### src/rtl/dual_interrupt_uart.sv
// Two interrupt sources (external pin, periodic timer) latched, arbitrated and
// answered with a fixed ASCII message on a transmit-only 8N1 UART.
module dual_interrupt_uart #(
  parameter int CLK_FREQ_HZ  = 10_000_000,
  parameter int BAUD         = 115200,
  parameter int BAUD_DIV     = (CLK_FREQ_HZ + BAUD / 2) / BAUD,
  parameter int TIMER_PERIOD = 20000
) (
  input  logic i_clk,
  input  logic i_rst,
  output logic o_uart_tx,
  input  logic i_interrupt
);

  localparam int BW = $clog2(BAUD_DIV + 1);
  localparam int TW = $clog2(TIMER_PERIOD);
  localparam logic MSG_EXT = 1'b0;
  localparam logic MSG_TMR = 1'b1;

  typedef enum logic {S_IDLE, S_SEND} state_t;

  state_t          state_q, state_d;
  logic            sync1_q, sync2_q, prev_q;
  logic [TW-1:0]   tmr_cnt_q, tmr_cnt_d;
  logic            ext_pend_q, ext_pend_d;
  logic            tmr_pend_q, tmr_pend_d;
  logic            msg_q, msg_d;
  logic            chr_q, chr_d;
  logic [3:0]      bit_q, bit_d;
  logic [BW-1:0]   baud_q, baud_d;
  logic            tx_q, tx_d;

  logic ext_pulse, tmr_wrap;
  logic bit_end, chr_end, msg_end, can_launch, launch_ext, launch_tmr;
  logic clr_ext, clr_tmr;

  function automatic logic [7:0] rom_char(input logic msg, input logic chr);
    if (msg == MSG_TMR) return 8'h54;
    return chr ? 8'h0A : 8'h49;
  endfunction

  // Frame is start(0), d[0]..d[7], stop(1); idx selects the bit on the line.
  function automatic logic frame_bit(input logic [7:0] ch, input logic [3:0] idx);
    logic [9:0] frame;
    frame = {1'b1, ch, 1'b0};
    return frame[idx];
  endfunction

  assign ext_pulse = sync2_q & ~prev_q;
  assign tmr_wrap  = (tmr_cnt_q == TW'(TIMER_PERIOD - 1));
  assign tmr_cnt_d = tmr_wrap ? '0 : tmr_cnt_q + 1'b1;

  assign bit_end    = (state_q == S_SEND) && (baud_q == BW'(BAUD_DIV - 1));
  assign chr_end    = bit_end && (bit_q == 4'd9);
  assign msg_end    = chr_end && (chr_q == (msg_q == MSG_EXT));
  // A finishing message hands over directly so messages run back-to-back.
  assign can_launch = (state_q == S_IDLE) || msg_end;
  assign launch_ext = can_launch && ext_pend_q;
  assign launch_tmr = can_launch && !ext_pend_q && tmr_pend_q;

  assign ext_pend_d = ext_pulse | (ext_pend_q & ~clr_ext);
  assign tmr_pend_d = tmr_wrap  | (tmr_pend_q & ~clr_tmr);

  always_ff @(posedge i_clk or posedge i_rst) begin
    if (i_rst) begin
      state_q <= S_IDLE;
    end else begin
      state_q <= state_d;
    end
  end

  always_comb begin
    state_d = state_q;
    case (state_q)
      S_IDLE: if (launch_ext || launch_tmr) state_d = S_SEND;
      S_SEND: if (msg_end && !(launch_ext || launch_tmr)) state_d = S_IDLE;
      default: state_d = S_IDLE;
    endcase
  end

  always_comb begin
    msg_d   = msg_q;
    chr_d   = chr_q;
    bit_d   = bit_q;
    baud_d  = baud_q + 1'b1;
    tx_d    = tx_q;
    clr_ext = 1'b0;
    clr_tmr = 1'b0;
    if (launch_ext || launch_tmr) begin
      msg_d   = launch_tmr ? MSG_TMR : MSG_EXT;
      chr_d   = 1'b0;
      bit_d   = 4'd0;
      baud_d  = '0;
      tx_d    = 1'b0;
      clr_ext = launch_ext;
      clr_tmr = launch_tmr;
    end else if (state_q == S_SEND) begin
      if (bit_end) begin
        baud_d = '0;
        if (msg_end) begin
          tx_d  = 1'b1;
          bit_d = 4'd0;
          chr_d = 1'b0;
        end else if (chr_end) begin
          chr_d = ~chr_q;
          bit_d = 4'd0;
          tx_d  = 1'b0;
        end else begin
          bit_d = bit_q + 4'd1;
          tx_d  = frame_bit(rom_char(msg_q, chr_q), bit_q + 4'd1);
        end
      end
    end else begin
      baud_d = '0;
      tx_d   = 1'b1;
    end
  end

  always_ff @(posedge i_clk or posedge i_rst) begin
    if (i_rst) begin
      sync1_q    <= 1'b0;
      sync2_q    <= 1'b0;
      prev_q     <= 1'b0;
      tmr_cnt_q  <= '0;
      ext_pend_q <= 1'b0;
      tmr_pend_q <= 1'b0;
      msg_q      <= MSG_EXT;
      chr_q      <= 1'b0;
      bit_q      <= 4'd0;
      baud_q     <= '0;
      tx_q       <= 1'b1;
    end else begin
      sync1_q    <= i_interrupt;
      sync2_q    <= sync1_q;
      prev_q     <= sync2_q;
      tmr_cnt_q  <= tmr_cnt_d;
      ext_pend_q <= ext_pend_d;
      tmr_pend_q <= tmr_pend_d;
      msg_q      <= msg_d;
      chr_q      <= chr_d;
      bit_q      <= bit_d;
      baud_q     <= baud_d;
      tx_q       <= tx_d;
    end
  end

  assign o_uart_tx = tx_q;

endmodule

### config.mk
export PLATFORM = sky130hd
export DESIGN_NAME = dual_interrupt_uart
export DESIGN_NICKNAME = d
export VERILOG_FILES = /design/src/rtl/dual_interrupt_uart.sv
export SDC_FILE = /design/constraint.sdc
export NUM_CORES = 1
export LEC_CHECK = 0
export ABC_AREA = 1
export CORE_UTILIZATION = 44
export CTS_CLUSTER_SIZE = 14
export DETAILED_ROUTE_END_ITERATION = 10
export PLACE_DENSITY_LB_ADDON = 0.08
export RECOVER_POWER = 100
export SYNTH_ARGS = -nofsm -noshare
export SYNTH_HDL_FRONTEND = slang
export SYNTH_SLANG_ARGS = --single-unit
### constraint.sdc
create_clock -name i_clk -period 2.9 [get_ports i_clk]
set_input_delay 0.29 -clock i_clk [delete_from_list [all_inputs] [get_ports i_clk]]
set_output_delay 0.29 -clock i_clk [all_outputs]
set_load 0.005 [all_outputs]
==> results.json <==
{
  "post_cts.resized_instances": 0,
  "power_frac_clock_pct": 30.8,
  "yosysWarningCount": 0,
  "cts.htree.levels": 2,
  "synth.largest_area_cell": "sky130_fd_sc_hd__dfrtp_1",
  "transition_at_the_pin_with_the_smallest_max_transition_slack_ns": 0.895,
  "firstDrtPassIters": 5,
  "hold_viol": 0,
  "mappedNetlistArea_um2": 1870,
  "fin_worst_skew_ns": 0.0113,
  "powerDensity_nw_per_um2": 621,
  "cp-end-kind": "asynchronous set/reset pin",
  "min_period_over_period_pct": 63.1,
  "area_delta_synth_final_pct": 8.83,
  "async_flop_share_pct": 100,
  "synth_seq_cells": 35,
  "cts.hold.buffers_added": 0,
  "cts-root-buf": "sky130_fd_sc_hd__clkbuf_8",
  "netlist-cell-type-count": 26,
  "drc": 0,
  "worst_hold_startpoint": "sync1_q$_DFF_PP0_",
  "count_of_cells_along_the_worst_register_to_register_path": 9,
  "maximum_count_of_clock_buffers_along_a_single_path": 2,
  "port-buffer-count": 3,
  "drv.max_cap_violation_count": 0,
  "timing.max_slew.rel_slack_pct": 40.3,
  "drt-wirelength-per-cell_um": 11.6,
  "worst_setup_hold_path_clk_slew_ns": 0.07,
  "number_of_antenna_violations_at_the_first_check_in_global_routing": 0,
  "dpl.cell_count": 280,
  "reg2reg_to": "bit_q[0]$_DFFE_PP0P_",
  "outcome": "finished clean",
  "cell_types_with_the_highest_counts_after_synthesis": "sky130_fd_sc_hd__nand2_1, sky130_fd_sc_hd__inv_1, sky130_fd_sc_hd__dfrtp_1, sky130_fd_sc_hd__nand3_1, sky130_fd_sc_hd__nor2_1",
  "cts.repair_timing.setup_buffer_count": 0,
  "maximum_number_of_pins_on_one_net_before_global_route_repair": 20,
  "p_comb_share_pct": 20.4,
  "synth.avg_cell_area_um2": 8.28,
  "boundaryPins": 4,
  "dominantRegCellSynth": "sky130_fd_sc_hd__dfrtp_1",
  "effective_utilization_at_floorplan_pct": 46.4,
  "crit_type": "input pin to asynchronous set/reset pin",
  "starting_drt_drc_count": 74,
  "synth.yosys.seq_area_share_pct": 46.9,
  "grt_pass1_vias": 1341,
  "totalWireLength_um": 3350,
  "worst_hold_path.endpoint": "sync2_q$_DFF_PP0_",
  "globalplace.congestion": 0.791,
  "tritoncts.num_buffers": 5,
  "post-synth-top-area-fraction_pct": 45.5,
  "worst_ir_drop_vdd_mv": 0.351,
  "power.sequential.fraction_pct": 48.8,
  "synth_cells": 226,
  "hold_depth": 0,
  "antenna_left": 0,
  "most_repeated_cell_in_the_gate_level_netlist_after_synthesis": "sky130_fd_sc_hd__nand2_1",
  "tns_ns": 0,
  "vias_per_cell": 4.88,
  "die-area_um2": 4520,
  "synth-edff-count": 0,
  "critical_path_peak_fanout": 19,
  "cellLeakagePower_uw": 0.00107,
  "p_switching_uw": 374,
  "timing.hold.worst.class": "register to register",
  "regToRegStartpoint": "bit_q[1]$_DFFE_PP0P_",
  "worst-r2r-setup-slack_ns": 1.17,
  "cts_tree": "yes",
  "startpoint_type": "input pin",
  "worstSkewPairLatency_ns": 0.28,
  "critical_path_rt_ns": 3.19,
  "slew_viol_final": 0,
  "num_antenna_cells": 0,
  "die_y_um": 67.2,
  "overflow": 0,
  "grt_setup_unrepaired": "false",
  "synth_top_cells_by_area": "sky130_fd_sc_hd__dfrtp_1, sky130_fd_sc_hd__nand2_1, sky130_fd_sc_hd__inv_1",
  "finalSetupViolations": 0,
  "setup_ws_ns": 1.07,
  "wire_length_of_the_first_global_routing_pass_um": 5780,
  "p_sw_share_pct": 29.6,
  "layout_min_cycle_time_ns": 1.83,
  "detailedPlace.worstSlack_ns": 1.31,
  "arrival_ns": 2.11,
  "fp.dieW_um": 67.2,
  "fmax_mhz": 547,
  "cts.sink_count": 35,
  "dp.final_hpwl_um": 2470,
  "rows": 23,
  "via_count": 1406,
  "coreArea_um2": 4030,
  "drive_gt1_share_pct": 9.66,
  "global_route.usage.total_pct": 17.6,
  "synthesis.nets": 237,
  "nNetsFinal": 248,
  "post_layout_nonfiller_instances": 288,
  "internal_power_uw": 890
}
[cell type report]
class / count / area (um^2)
clock inverters: 1 / 7.51
flip-flops and latches: 35 / 877
inverters: 44 / 165
well taps: 50 / 62.6
multi-input cells: 147 / 793
fillers: 425 / 1990
repair buffers: 4 / 33.8
clock buffers: 7 / 96.3
[metal layers]
metal	global-route usage [%]	routed length [um]	part of all wire (%)
met2	29.9	1670	50
met3	4.56	41	1.2
met4	6.38	28	0.84
met5	0	0	0
met1	21.3	1600	48
[kinds of logic after synthesis]
group                      Yosys count  synth area share (%)
adders and majority gates            8                  5.35
DFF                                 35                  46.9
xor gates and xnor gates            10                  4.68
AOI/OAI and AO/OA                   13                  3.88
buffers and inverters               44                  8.83
and+or+nand+nor                    116                  30.4
[power groups by stage]
stage | sequential (uW) | combinational [uW] | clock [uW]
finish | 617 | 258 | 390
global route | 629 | 310 | 424
CTS | 619 | 273 | 401
detailed placement | 627 | 273 | 0
global placement | 624 | 262 | 0
floorplan | 616 | 215 | 0
[through the flow]
stage | area, um^2 | hold WS [ns] | total power, uW | util (%)
floorplan | 1870 | 0.321 | 830 | -
global placement | 1970 | 0.335 | 886 | 48.9
detailed placement | 1970 | 0.335 | 900 | 48.9
CTS | 2070 | 0.351 | 1290 | 51.5
global route | 2040 | 0.377 | 1360 | 50.5
finish | 2040 | 0.348 | 1260 | 50.5
[critical path, cell delays in order]
cell	delay (ns)
sky130_fd_sc_hd__dlygate4sd3_1	0.53
sky130_fd_sc_hd__inv_1	0.55
sky130_fd_sc_hd__clkbuf_1	0.74
[worst max path at each step]
stage	start	to	slack, ns	depth (start not counted)
5_1_grt	i_rst	tmr_cnt_q[1]$_DFF_PP0_	0.75	3
2_1_floorplan	bit_q[0]$_DFFE_PP0P_	o_uart_tx$_DFFE_PP1P_	1.46	12
6_report	i_rst	tmr_cnt_q[0]$_DFF_PP0_	1.07	3
3_3_place_gp	bit_q[1]$_DFFE_PP0P_	bit_q[0]$_DFFE_PP0P_	1.37	9
3_5_place_dp	bit_q[0]$_DFFE_PP0P_	o_uart_tx$_DFFE_PP1P_	1.31	12
4_1_cts	o_uart_tx$_DFFE_PP1P_	o_uart_tx	1.28	1
[cells in the final DEF (no fill, tap or decap), types with 2 or more instances in the layout]
master,n
sky130_fd_sc_hd__xor2_1,8
sky130_fd_sc_hd__o21ai_0,6
sky130_fd_sc_hd__ha_1,8
sky130_fd_sc_hd__inv_1,39
sky130_fd_sc_hd__nand3_2,2
sky130_fd_sc_hd__dlygate4sd3_1,3
sky130_fd_sc_hd__xnor2_1,2
sky130_fd_sc_hd__nand2_2,2
sky130_fd_sc_hd__clkbuf_8,7
sky130_fd_sc_hd__nand4_1,5
sky130_fd_sc_hd__a21oi_1,4
sky130_fd_sc_hd__inv_2,5
sky130_fd_sc_hd__dfrtp_1,34
sky130_fd_sc_hd__nor2_1,25
sky130_fd_sc_hd__nand2_1,50
sky130_fd_sc_hd__nand3_1,24
sky130_fd_sc_hd__nor3_1,3
[flip-flops by register name (all words and copies together), names as in the netlist]
| register | flops |
|---|---|
| bit_q | 4 |
| o_uart_tx | 1 |
| msg_q | 1 |
| chr_q | 1 |
| sync1_q | 1 |
| ext_pend_q | 1 |
| sync2_q | 1 |
| tmr_cnt_q | 15 |
| prev_q | 1 |
| state_q | 1 |
| tmr_pend_q | 1 |
| baud_q | 7 |
(Power assumes the default switching activity.)
